--- src/rtl/wishbone_arbiter_pkg.sv ---
// Shared types for the two-master Wishbone arbiter: FSM states, requester ids, grant encodings.
package wishbone_arbiter_pkg;

    typedef enum logic [1:0] {
        IDLE  = 2'd0,
        OWN_I = 2'd1,
        OWN_D = 2'd2
    } arb_state_t;

    typedef enum logic {
        ICACHE = 1'b0,
        DCACHE = 1'b1
    } requester_t;

    localparam logic [1:0] GRANT_NONE = 2'b00;
    localparam logic [1:0] GRANT_I    = 2'b01;
    localparam logic [1:0] GRANT_D    = 2'b10;

endpackage

--- src/rtl/wishbone_watchdog.sv ---
// Per-transaction watchdog: counts owned cycles without ACK/RTY and flags expiry on the last allowed cycle.
module wishbone_watchdog #(
    parameter int TIMEOUT = 1024
) (
    input  logic clk,
    input  logic rst_n,
    input  logic clear,
    input  logic enable,
    input  logic done,
    output logic expired
);

    localparam int W = (TIMEOUT > 0) ? $clog2(TIMEOUT + 1) : 1;

    generate
        if (TIMEOUT > 0) begin : g_wd
            localparam logic [W-1:0] LAST = W'(TIMEOUT - 1);
            localparam logic [W-1:0] SAT  = W'(TIMEOUT);
            logic [W-1:0] wd_cnt;

            always_ff @(posedge clk or negedge rst_n) begin
                if (!rst_n) begin
                    wd_cnt <= '0;
                end else if (clear) begin
                    wd_cnt <= '0;
                end else if (enable && !done && (wd_cnt != SAT)) begin
                    wd_cnt <= wd_cnt + W'(1);
                end
            end

            // Expiry never overrides a same-cycle completion.
            assign expired = enable & ~done & (wd_cnt == LAST);
        end else begin : g_off
            assign expired = 1'b0;
        end
    endgenerate

endmodule

--- src/rtl/wishbone_arbiter.sv ---
// Round-robin arbiter: I-cache and D-cache share one Wishbone master port, one transaction at a time.
//   state | meaning
//   IDLE  | no owner; mem port driven to zero; arbitration decision registered here
//   OWN_I | I-cache owns the mem port until ACK/RTY, abort or watchdog expiry
//   OWN_D | D-cache owns the mem port until ACK/RTY, abort or watchdog expiry
module wishbone_arbiter
    import wishbone_arbiter_pkg::*;
#(
    parameter int DATA_WIDTH = 256,
    parameter int ADDR_WIDTH = 27,
    parameter int TIMEOUT    = 1024
) (
    input  logic                    clk,
    input  logic                    rst_n,

    input  logic [DATA_WIDTH-1:0]   icache_dat_m,
    input  logic                    icache_cyc,
    input  logic                    icache_stb,
    input  logic                    icache_we,
    input  logic [DATA_WIDTH/8-1:0] icache_sel,
    input  logic [ADDR_WIDTH-1:0]   icache_adr,
    output logic [DATA_WIDTH-1:0]   icache_dat_s,
    output logic                    icache_ack,
    output logic                    icache_rty,

    input  logic [DATA_WIDTH-1:0]   dcache_dat_m,
    input  logic                    dcache_cyc,
    input  logic                    dcache_stb,
    input  logic                    dcache_we,
    input  logic [DATA_WIDTH/8-1:0] dcache_sel,
    input  logic [ADDR_WIDTH-1:0]   dcache_adr,
    output logic [DATA_WIDTH-1:0]   dcache_dat_s,
    output logic                    dcache_ack,
    output logic                    dcache_rty,

    output logic [DATA_WIDTH-1:0]   mem_dat_m,
    output logic                    mem_cyc,
    output logic                    mem_stb,
    output logic                    mem_we,
    output logic [DATA_WIDTH/8-1:0] mem_sel,
    output logic [ADDR_WIDTH-1:0]   mem_adr,
    input  logic [DATA_WIDTH-1:0]   mem_dat_s,
    input  logic                    mem_ack,
    input  logic                    mem_rty,

    output logic [1:0]              grant,
    output logic                    timeout_err
);

    arb_state_t state, state_nxt;
    requester_t last, last_nxt;
    logic       i_req, d_req, own_cyc, xfer_done, wd_expired;

    assign i_req     = icache_cyc & icache_stb;
    assign d_req     = dcache_cyc & dcache_stb;
    assign own_cyc   = (state == OWN_I) ? icache_cyc :
                       (state == OWN_D) ? dcache_cyc : 1'b0;
    assign xfer_done = mem_ack | mem_rty;

    wishbone_watchdog #(.TIMEOUT(TIMEOUT)) u_watchdog (
        .clk     (clk),
        .rst_n   (rst_n),
        .clear   (state == IDLE),
        .enable  (own_cyc),
        .done    (xfer_done),
        .expired (wd_expired)
    );

    always_ff @(posedge clk or negedge rst_n) begin
        if (!rst_n) begin
            state       <= IDLE;
            last        <= ICACHE;
            timeout_err <= 1'b0;
        end else begin
            state <= state_nxt;
            last  <= last_nxt;
            if (wd_expired) timeout_err <= 1'b1;
        end
    end

    always_comb begin
        state_nxt = state;
        last_nxt  = last;
        case (state)
            IDLE: begin
                if (i_req && d_req)  state_nxt = (last == ICACHE) ? OWN_D : OWN_I;
                else if (d_req)      state_nxt = OWN_D;
                else if (i_req)      state_nxt = OWN_I;
            end
            OWN_I: begin
                if (!own_cyc || xfer_done || wd_expired) begin
                    state_nxt = IDLE;
                    last_nxt  = ICACHE;
                end
            end
            OWN_D: begin
                if (!own_cyc || xfer_done || wd_expired) begin
                    state_nxt = IDLE;
                    last_nxt  = DCACHE;
                end
            end
            default: state_nxt = IDLE;
        endcase
    end

    always_comb begin
        mem_dat_m    = '0;
        mem_cyc      = 1'b0;
        mem_stb      = 1'b0;
        mem_we       = 1'b0;
        mem_sel      = '0;
        mem_adr      = '0;
        icache_dat_s = '0;
        icache_ack   = 1'b0;
        icache_rty   = 1'b0;
        dcache_dat_s = '0;
        dcache_ack   = 1'b0;
        dcache_rty   = 1'b0;
        grant        = GRANT_NONE;
        case (state)
            OWN_I: begin
                grant        = GRANT_I;
                mem_dat_m    = icache_dat_m;
                mem_cyc      = icache_cyc & ~wd_expired;
                mem_stb      = icache_stb & ~wd_expired;
                mem_we       = icache_we;
                mem_sel      = icache_sel;
                mem_adr      = icache_adr;
                icache_dat_s = mem_dat_s;
                icache_ack   = mem_ack;
                icache_rty   = mem_rty | wd_expired;
            end
            OWN_D: begin
                grant        = GRANT_D;
                mem_dat_m    = dcache_dat_m;
                mem_cyc      = dcache_cyc & ~wd_expired;
                mem_stb      = dcache_stb & ~wd_expired;
                mem_we       = dcache_we;
                mem_sel      = dcache_sel;
                mem_adr      = dcache_adr;
                dcache_dat_s = mem_dat_s;
                dcache_ack   = mem_ack;
                dcache_rty   = mem_rty | wd_expired;
            end
            default: ;
        endcase
    end

endmodule
--- config.mk ---
export PLATFORM = sky130hd
export DESIGN_NAME = wishbone_arbiter
export DESIGN_NICKNAME = d
export VERILOG_FILES = /design/src/rtl/wishbone_arbiter_pkg.sv /design/src/rtl/wishbone_watchdog.sv /design/src/rtl/wishbone_arbiter.sv
export SDC_FILE = /design/constraint.sdc
export NUM_CORES = 1
export LEC_CHECK = 0
export ABC_AREA = 1
export ABC_CLOCK_PERIOD_IN_PS = 2900
export CORE_AREA = 2 2 684 686
export CTS_CLUSTER_DIAMETER = 60
export DETAILED_ROUTE_END_ITERATION = 8
export DIE_AREA = 0 0 686 688
export GPL_TIMING_DRIVEN = 0
export SLEW_MARGIN = 15
export SYNTH_ARGS = -nofsm -noshare
export SYNTH_HDL_FRONTEND = slang
export SYNTH_HIERARCHICAL = 1
export SYNTH_SLANG_ARGS = --single-unit
--- constraint.sdc ---
create_clock -name clk -period 2.9 [get_ports clk]
set_input_delay 0.58 -clock clk [delete_from_list [all_inputs] [get_ports clk]]
set_output_delay 0.58 -clock clk [all_outputs]
set_load 0.02 [all_outputs]
==> results.md, run 1 <==
- Vias in the first global route: between 20000 and 25000
- Max Slew Vio Count: 0
- Ys Warns: 6
- Comb power frac: 98.4%
- Worst Tran Pin Value: 0.905 ns
- Slew headroom: 39.7%
- Finish-stage setup viols: 2
- Psw: 24.2 mW
- Failing checks: negative setup slack
- Area Growth Syn to Fin: 261%
- Min-Delay Path Class: flop to flop
- Worst path max stage delay: 0.40 ns
- Port buffer count: roughly 1700
- Sequential Power Share: less than 1%
- First-pass GRT wire length: 519 mm
- Register area share after synthesis: ~3.7%
- Worst Path Max Fanout: 4
- Initial Util: 2.18%
- Initial DRC Count: 2480
- Worst-path cell chain: buf_6, ha_4, buf_12, buf_12, clkinv_8, nand3_4, nand2_4, inv_4, nor2_4, inv_4, nor3_4, inv_2, a21oi_4, buf_12
- Fin crit share: 103%
- Via count: 25000
- Filler Cells Inserted: ~55000
- Routed Antenna Nets: 0
- Synth unique cells: 26
- Critical Path Start: state[0]
- Die ar.: 472000 um2
- Synthesized area: between 10000 and 15000 um2
- Drt pass-1 iters: 8
- Final wirelength: roughly 470 mm
- Finished Layout Cells: just over 10000
- Hold slack: 0.462 ns
- Most common cell on crit path: buf_12
- Num CTS Buffers: 3
- Worst setup SP type: flop
- Clock Sinks: 15
- Initial antenna violation count: 427
- Core area: 465000 um2
- Half-perimeter wire length after placement: ~450 mm
- Drc violations: 0
- Clock Skews: 0.00196 ns
- Total negative slack: -0.118 ns
- Largest net degree at the start of global routing: 16
- Leak Pwr: roughly 18 nW
- Critical path's slowest cell: dfrtp_1
- WP data required: 2.32 ns
- Layout cells sized above 1: 23.9%
- Unrepaired setup endpoints after global routing: true
- Crit. End Element: output port
- CP Class: flop to output port
- Clk slew on worst S/H paths: 0.05 ns
- DR WL/cell: 45.7 um
- Die Ht: slightly below 700 um
- Finished Core Util: 7.89%
- Reg-to-Reg Start: state[0]
- CTS H-tree lvls: 1
- Final global-route overflow total: 0
- Dpl ws: -1.85 ns
- Post-synthesis cell count: 2304
- CTS tree: done
- CP Buf/Inv Count: 8
- Status: complete, but fails checks
- Worst-Skew Late Latency: 0.25 ns
- Clk buf depth: 2
- Achievable Freq: 336 MHz
- Int Pwr: 9.10 mW
- DIE WIDTH: 686 um
- Syn avg cell area: 4.41 um2
- Final #Nets: between 4000 and 5000
- Number of max-cap violations: 0
- Sw Share: 72.6%
- Post-synthesis register bit count: 15
- Hold wc startpoint: timeout_err
- Final hold violations: 0
- Num rows: 251
- Worst EP arrival: approximately 2.4 ns
- Power Density: 906 nW/um2
- CTS root buf: clkbuf_16
- Fin area: 36700 um2
- Final Critical Period: 2.98 ns
- Syn nets: 3206
- Via/cell ratio: 2.41
- GPL Wtd Cong: 1.23
- Peak supply drop: 0.000485 V
- IO Pins: 1733
- Pwr Total: 33.3 mW
- Placed inst area: between 30000 and 40000 um2
- Clock share of power: less than 1%
- Delay-heaviest family, CP: buffers and inverters
- Global Route Usage Sum: 19.2%
- Placed cells: between 10000 and 15000
- Final worst slack: -0.0770 ns
Yosys cell counts:
master,count,share of area (%)
nor2_1,16,0.59
nand3_1,11,0.54
a21oi_1,319,16
nand4_1,2,0.12
inv_2,3,0.11
o21ai_1,3,0.15
buf_2,65,3.2
o21ai_0,3,0.15
nand2_2,1,0.062
buf_6,42,4.7
or2_2,1,0.062
nand4_2,7,0.86
dfrtp_1,15,3.7
nor4_1,2,0.12
nor2_2,2,0.12
inv_1,540,20
nand3_2,6,0.59
ha_1,6,0.74
nor3_1,1,0.049
buf_4,40,3.0
buf_12,1,0.20
clkbuf_1,18,0.67
nand2_1,1195,44
o21ai_2,1,0.086
nor2_4,3,0.33
xor2_1,1,0.086
final timing paths:
path                                              to  slack [ns]  cells past startpoint
min                                      timeout_err        0.46                      1
min in group asynchronous  u_watchdog/g_wd.wd_cnt[0]        0.78                      1
min reg2reg                              timeout_err        0.46                      1
max reg2reg                                 state[1]        0.60                     17
max                                       icache_rty       -0.08                     14
max in group asynchronous  u_watchdog/g_wd.wd_cnt[5]        1.66                      1
final cells by class:
cell class / count / area [um2] / share of cell area, %
repair buffers: 1760 / 16800 / 45.9
well taps: 6198 / 7750 / 21.1
clock buffers: 4 / 78.8 / 0.215
diodes: 106 / 265 / 0.723
flip-flops and latches: 15 / 375 / 1.02
plain buffers: 166 / 1750 / 4.78
inverters: 543 / 2060 / 5.61
multi-input cells: 1580 / 7560 / 20.6
kinds of logic (layout without fill, tap and decap cells):
logic type,count (synthesis),after routing,synth area share (%)
adder cells (fa/ha/maj),6,6,0.739
XOR/XNOR,1,1,0.0863
AND/OR/NAND/NOR,1247,1247,47.6
buffers and inverters,709,2473,31.7
other,0,106,0
AO/OA/AOI/OAI,326,326,16.1
flip-flops,15,15,3.70
registers in the layout, indices dropped and copies added, names as in the netlist:
register                flops
u_watchdog/g_wd.wd_cnt     11
last                        1
timeout_err                 1
state                       2
power by group through the flow:
stage	Clock, mW	Sequential [mW]	Combinational [mW]
after floorplan	0	0.246	9.95
after global placement	0	0.248	32.4
after detailed placement	0	0.250	32.5
after CTS	0.271	0.244	33.6
after global routing	0.289	0.248	34.5
final	0.271	0.246	32.7
per-layer routing:
layer / vias up / track usage [%] / wire length, um
met1: 11500 / 18.1 / 152000
met3: 798 / 14.7 / 80600
met4: 256 / 6.84 / 22500
met5: - / 0.245 / 2160
li1: 10300 / - / -
met2: 2209 / 31.8 / 217000
timing repair:
| item | 4_1_cts | 5_1_grt |
|---|---|---|
| resized for setup | 3069 | 526 |
| buffers inserted | 11 | 12 |
| hold buffers | 0 | 0 |
| gates cloned | 4 | 0 |
| setup endpoints to repair | 834 | 395 |
| pin swaps | 7 | 7 |
placed cells by master (no fill, tap or decap), drive strengths merged:
cell type / instances
a21oi: 319
buf: 536
bufbuf: 2
clkbuf: 114
clkdlybuf4s15: 93
clkdlybuf4s18: 3
clkdlybuf4s50: 892
clkinv: 1
dfrtp: 15
diode: 106
dlygate4sd2: 184
dlymetal6s2s: 106
ha: 6
inv: 542
nand2: 1196
nand3: 17
nand4: 9
nor2: 21
nor3: 1
nor4: 2
o21ai: 7
or2: 1
xor2: 1
Note: power is estimated with default switching activity, not from simulation.
==> inputs of run 2 (changes only) <==
--- a/config.mk
+++ b/config.mk
@@ -12,6 +12,7 @@
 export DETAILED_ROUTE_END_ITERATION = 8
 export DIE_AREA = 0 0 686 688
 export GPL_TIMING_DRIVEN = 0
+export RECOVER_POWER = 25
 export SLEW_MARGIN = 15
 export SYNTH_ARGS = -nofsm -noshare
 export SYNTH_HDL_FRONTEND = slang
==> run 2 against run 1 <==
Largest cell class unchanged; critical path depth stayed put; die area unchanged; worst setup slack improved by 0.016 ns; utilization about the same; the flow still finishes with violations (negative setup slack); sequential share of layout area barely moved; via count shrank 0.32%; combinational power hardly changed; critical path type unchanged; wire length about the same.
==> results.md, run 2 (synthesized netlist as in run 1, its figures left out) <==
- Final #Nets: 4971
- Vias in the first global route: 22800
- First-pass GRT wire length: approximately 520 mm
- Fin area: 36700 um2
- Worst path max stage delay: 0.40 ns
- Failing checks: negative setup slack
- CP Depth: 14
- Initial Util: 2.18%
- Number of max-cap violations: 0
- Most frequent cells in the layout: nand2_1 (1057), clkdlybuf4s50_1 (890), inv_1 (536)
- Max Slew Vio Count: 0
- Worst-path cell chain: buf_6, ha_4, buf_12, buf_12, clkinv_8, nand3_4, nand2_4, inv_4, nor2_4, inv_4, nor3_4, inv_2, a21oi_4, buf_12
- Seq. cell area: ~380 um2
- Reg2reg setup slack: 0.60 ns
- Half-perimeter wire length after placement: 452 mm
- Final hold violations: 0
- Leading cell type in the layout, fill and taps excluded: nand2_1
- Worst Tran Pin Value: 0.902 ns
- Reg2reg end: state[1]
- Finish-stage setup viols: 2
- CTS H-tree lvls: 1
- Die ar.: 472000 um2
- Die Ht: 688 um
- Final wirelength: between 400 and 500 mm
- Initial antenna violation count: 427
- Hold_buf cts: 0
- Clk buf depth: 2
- Critical path's slowest cell: dfrtp_1
- Slew headroom: 39.9%
- Peak supply drop: 0.000485 V
- Filler Cells Inserted: 54800
- IO Pins: around 1700
- Max reg flops: 11
- Power Density: 906 nW/um2
- Final Critical Period: 2.96 ns
- DR WL/cell: about 46 um
- Via/cell ratio: 2.41
- CP endpoint: icache_rty
- Hold slack: 0.456 ns
- CP Class: flop to output port
- Reg-to-Reg Start: state[0]
- Top reg by flops: u_watchdog/g_wd.wd_cnt
- Delay-heaviest family, CP: buffers and inverters
- Global Route Usage Sum: 19.2%
- Worst setup SP type: flop
- Leak Pwr: 18.4 nW
- Routed Antenna Nets: 0
- Status: complete, but fails checks
- Register-to-Register Path Depth: 17
- Largest net degree at the start of global routing: 16
- Fin crit share: 102%
- Drt pass-1 iters: 8
- Crit. End Element: output port
- Layout cells sized above 1: between 20% and 30%
- Final worst slack: -0.0606 ns
- Clock Sinks: 15
- Worst EP arrival: 2.38 ns
- Drc violations: 0
- Largest regs: u_watchdog/g_wd.wd_cnt (11), state (2)
- Core area: approximately 470000 um2
- Achievable Freq: 338 MHz
- Port buffer count: 1732
- Unrepaired setup endpoints after global routing: true
- DIE WIDTH: 686 um
- WP data required: 2.32 ns
- Via count: between 20000 and 25000
- Min-Delay Path Class: flop to flop
- Pwr Total: 33.2 mW
- CTS tree: done
- Num CTS Buffers: 3
- Final global-route overflow total: 0
- CTS root buf: clkbuf_16
- Multi-input logic area: 7560 um2
- Total negative slack: -0.0829 ns
- GPL Wtd Cong: approximately 1.2
- Critical Path Start: state[0]
- Initial DRC Count: approximately 2300
- Placed inst area: approximately 35000 um2
- Clk slew on worst S/H paths: roughly 0.05 ns
- Worst-Skew Late Latency: approximately 0.25 ns
- CP Buf/Inv Count: 8
- Num rows: between 200 and 300
- Area Growth Syn to Fin: 261%
- Most common cell on crit path: buf_12
- Clock Skews: 0.00276 ns
- Worst Path Max Fanout: 4
## run 2: report_power, final
group	total [mW]	internal [mW]	leakage, nW	switching [mW]
clock network	0.268	0.186	0.0388	0.0820
registers	0.246	0.230	0.207	0.0157
logic	32.7	8.69	18.2	24.0
## run 2: what timing repair did
item / 4_1_cts / 5_1_grt
setup endpoints to repair: 834 / 395
cloned: 4 / 0
setup buffers: 11 / 12
pin swaps: 7 / 7
gates resized for setup: 3069 / 526
## run 2: routing by layer
metal,global-route usage (%),share of wire (%),vias up,wire (um)
met1,18.1,32,11400,152000
met3,14.7,17,778,80800
met4,6.84,4.6,250,21800
met2,31.8,46,2215,217000
met5,0.245,0.38,-,1820
li1,-,-,10300,-
## run 2: layout make-up
cell class | count | share of cell area [%]
well taps | 6198 | 21.1
inverters | 543 | 5.61
plain buffers | 166 | 4.78
clock buffers | 4 | 0.215
flip-flops and latches | 15 | 1.02
diodes | 98 | 0.669
multi-input cells | 1580 | 20.6
repair buffers | 1760 | 45.9
## run 2: through the flow
stage / utilization [%] / worst slack, ns / instances
CTS: 7.72 / -0.112 / 10300
finish: 7.89 / -0.0606 / 10400
global route: 7.86 / -0.143 / 10300
global placement: 7.58 / -2.04 / 10200
detailed placement: 7.57 / -1.85 / 10200
floorplan: - / 0.168 / 2304
## run 2: worst min path at each step
stage	end	start	slack, ns	cells after the start
6_report	timeout_err	timeout_err	0.46	1
5_1_grt	timeout_err	timeout_err	0.51	1
4_1_cts	timeout_err	timeout_err	0.46	1
3_5_place_dp	timeout_err	timeout_err	0.45	1
3_3_place_gp	timeout_err	timeout_err	0.45	1
2_1_floorplan	last	rst_n	0.28	0
## run 2: worst register-to-register path, stage by stage, from the launching register on
cell	delay, ns
dfrtp_1	0.40
buf_6	0.13
ha_4	0.17
buf_12	0.13
buf_12	0.14
clkinv_8	0.05
nand3_4	0.06
nand2_4	0.08
inv_4	0.04
nor2_4	0.15
inv_4	0.06
nor3_4	0.25
buf_6	0.15
nor2_1	0.05
nand3_1	0.13
nand2_1	0.09
nand2_1	0.07
nand2_1	0.05
==> inputs of run 3 (changes only) <==
--- a/config.mk
+++ b/config.mk
@@ -13,7 +13,7 @@
 export DIE_AREA = 0 0 686 688
 export GPL_TIMING_DRIVEN = 0
 export RECOVER_POWER = 25
-export SLEW_MARGIN = 15
+export SLEW_MARGIN = 20
 export SYNTH_ARGS = -nofsm -noshare
 export SYNTH_HDL_FRONTEND = slang
 export SYNTH_HIERARCHICAL = 1
==> run 3 against run 2 <==
The run still ends with negative setup slack left; wire length about the same; clock skew is 0.0014 ns higher; combinational power up 3%; first-iteration DRC count is 13% higher; clock-buffer cell count is the same; non-clock buffer count rose by 1; worst hold slack gained 0.0082 ns; global-route usage about the same; total power grew 2.5%; critical path depth is 5 lower; utilization is 0.12 points higher; largest cell class unchanged; highest routed layer unchanged.
==> results.md, run 3 (synthesized netlist as in run 1, its figures left out) <==
- GPL Wtd Cong: ~1.2
- Worst Tran Pin Value: 0.794 ns
- Hold_buf cts: 0
- Clock Sinks: 15
- DR WL/cell: 45.6 um
- Die Ht: 688 um
- Final hold violations: 0
- Critical path's slowest cell: dfrtp_2
- Seq. cell area: 377 um2
- Finish-stage setup viols: 3
- Max Slew Vio Count: 0
- Area Growth Syn to Fin: 267%
- Final Critical Period: 2.93 ns
- IO Pins: 1733
- Worst-Skew Late Latency: approximately 0.25 ns
- Worst path max stage delay: 0.44 ns
- Min-Delay Path Class: flop to flop
- Worst-path cell chain: inv_4, ha_4, buf_12, buf_4, buf_12, buf_6, nand2_1, a21oi_1, clkdlybuf4s15_2
- Drc violations: 0
- Core area: between 400000 and 500000 um2
- Initial antenna violation count: roughly 430
- CTS tree: done
- Status: complete, but fails checks
- Achievable Freq: between 300 and 400 MHz
- First-pass GRT wire length: 519 mm
- Vias in the first global route: 22800
- Layout cells sized above 1: 27.0%
- Final wirelength: 474 mm
- CTS H-tree lvls: 1
- Worst Path Max Fanout: 10
- Placed inst area: 35100 um2
- Global Route Usage Sum: between 10% and 20%
- Clock Skews: 0.00416 ns
- Multi-input logic area: ~8000 um2
- CP Class: flop to output port
- DIE WIDTH: about 700 um
- Worst EP arrival: 2.35 ns
- Max reg flops: 11
- Leak Pwr: around 17 nW
- Final global-route overflow total: 0
- Worst setup SP type: flop
- Number of max-cap violations: 0
- Initial Util: between 2 and 2.5%
- Port buffer count: approximately 1700
- Unrepaired setup endpoints after global routing: true
- Fin crit share: 101%
- Failing checks: negative setup slack
- Clk slew on worst S/H paths: 0.05 ns
- Largest net degree at the start of global routing: 16
- Largest regs: u_watchdog/g_wd.wd_cnt (11), state (2)
- Clk buf depth: 2
- Placed cells: 10200
- Num rows: 251
- Final worst slack: -0.0280 ns
- Top reg by flops: u_watchdog/g_wd.wd_cnt
- Power Density: around 910 nW/um2
- Initial DRC Count: approximately 2600
- Most common cell on crit path: buf_12
- Final #Nets: 4972
- Finished Layout Cells: 10400
- Via count: roughly 25000
- Half-perimeter wire length after placement: 452 mm
- Fin area: between 30000 and 40000 um2
- Num CTS Buffers: 3
- Filler Cells Inserted: 54800
- Leading cell type in the layout, fill and taps excluded: nand2_1
- Peak supply drop: 0.000458 V
- Drt pass-1 iters: 7
- Die ar.: 472000 um2
- CTS root buf: clkbuf_16
- Crit. End Element: output port
- WP data required: roughly 2.3 ns
- Most frequent cells in the layout: nand2_1 (1024), clkdlybuf4s50_1 (889), inv_1 (537)
- Routed Antenna Nets: 0
- Via/cell ratio: 2.40
- Slew headroom: 47.1%
## run 3: cell types whose count changed in the layout (fill, tap and decap cells not counted), moves of 31 or more
cell and delta:
clkbuf_4 -31, a21oi_1 -66, diode_2 +35, dlymetal6s2s_1 -102
nand2_1 -33, dlygate4sd2_1 +80, a21oi_2 +54, buf_6 +44
## run 3: critical path: cells and delay by family, from the launching register on
family / cells / cell delay [ns]
AO/OA/AOI/OAI: 1 / 0.22
AND/OR/NAND/NOR: 1 / 0.20
flip-flops: 1 / 0.44
adder cells (fa/ha/maj): 1 / 0.14
buffers and inverters: 6 / 1.03
## run 3: path summary, 6_finish.rpt
kind                                         endpoint   startpoint  cells after the start  slack [ns]
max                                     mem_dat_m[95]     state[1]                      9       -0.03
min                                       timeout_err  timeout_err                      1        0.46
max reg2reg                                  state[1]     state[1]                     16        0.64
min reg2reg                               timeout_err  timeout_err                      1        0.46
max in group asynchronous                    state[1]        rst_n                      1        1.50
min in group asynchronous  u_watchdog/g_wd.wd_cnt[10]        rst_n                      1        0.86
## run 3: layout make-up
| cell class | count | area share (%) |
|---|---|---|
| Clock buffer | 4 | 0.212 |
| Inverter | 543 | 5.49 |
| Buffer | 166 | 5.06 |
| Tap cell | 6198 | 20.8 |
| Sequential cell | 15 | 1.01 |
| Multi-Input combinational cell | 1580 | 21.6 |
| Timing Repair Buffer | 1761 | 45.0 |
| Antenna cell | 133 | 0.894 |
## run 3: metal layers
metal  share of wire [%]  GRT usage [%]  vias to the layer above
met1                  32           18.2                    11500
met2                  46           31.8                     2208
li1                    -              -                    10300
met4                 4.9           7.04                      244
met3                  17           14.4                      773
met5                0.36              0                        -
## run 3: timing repair
action                                  in CTS  in global routing
buffers inserted                            17                  9
gates resized for setup                   3573                279
cloned                                       1                  1
endpoints found under the setup margin     834                373
pin swaps                                   14                 15
## run 3: stage by stage
| stage | TNS, ns | power (mW) | setup WS, ns | util [%] | hold slack, ns |
|---|---|---|---|---|---|
| floorplan | 0 | 10.2 | 0.168 | - | 0.284 |
| global placement | -509.65 | 32.6 | -2.04 | 7.58 | 0.454 |
| detailed placement | -509.67 | 32.6 | -1.85 | 7.56 | 0.452 |
| CTS | -5.93 | 34.7 | -0.220 | 7.82 | 0.464 |
| global route | -0.843 | 36.0 | -0.126 | 7.98 | 0.520 |
| finish | -0.0460 | 34.1 | -0.0280 | 8.01 | 0.464 |
## run 3: where the power goes
group,internal (mW),switching (mW),leakage [nW]
logic,9.12,24.4,17.0
clock network,0.186,0.0861,0.0390
registers,0.231,0.0233,0.206
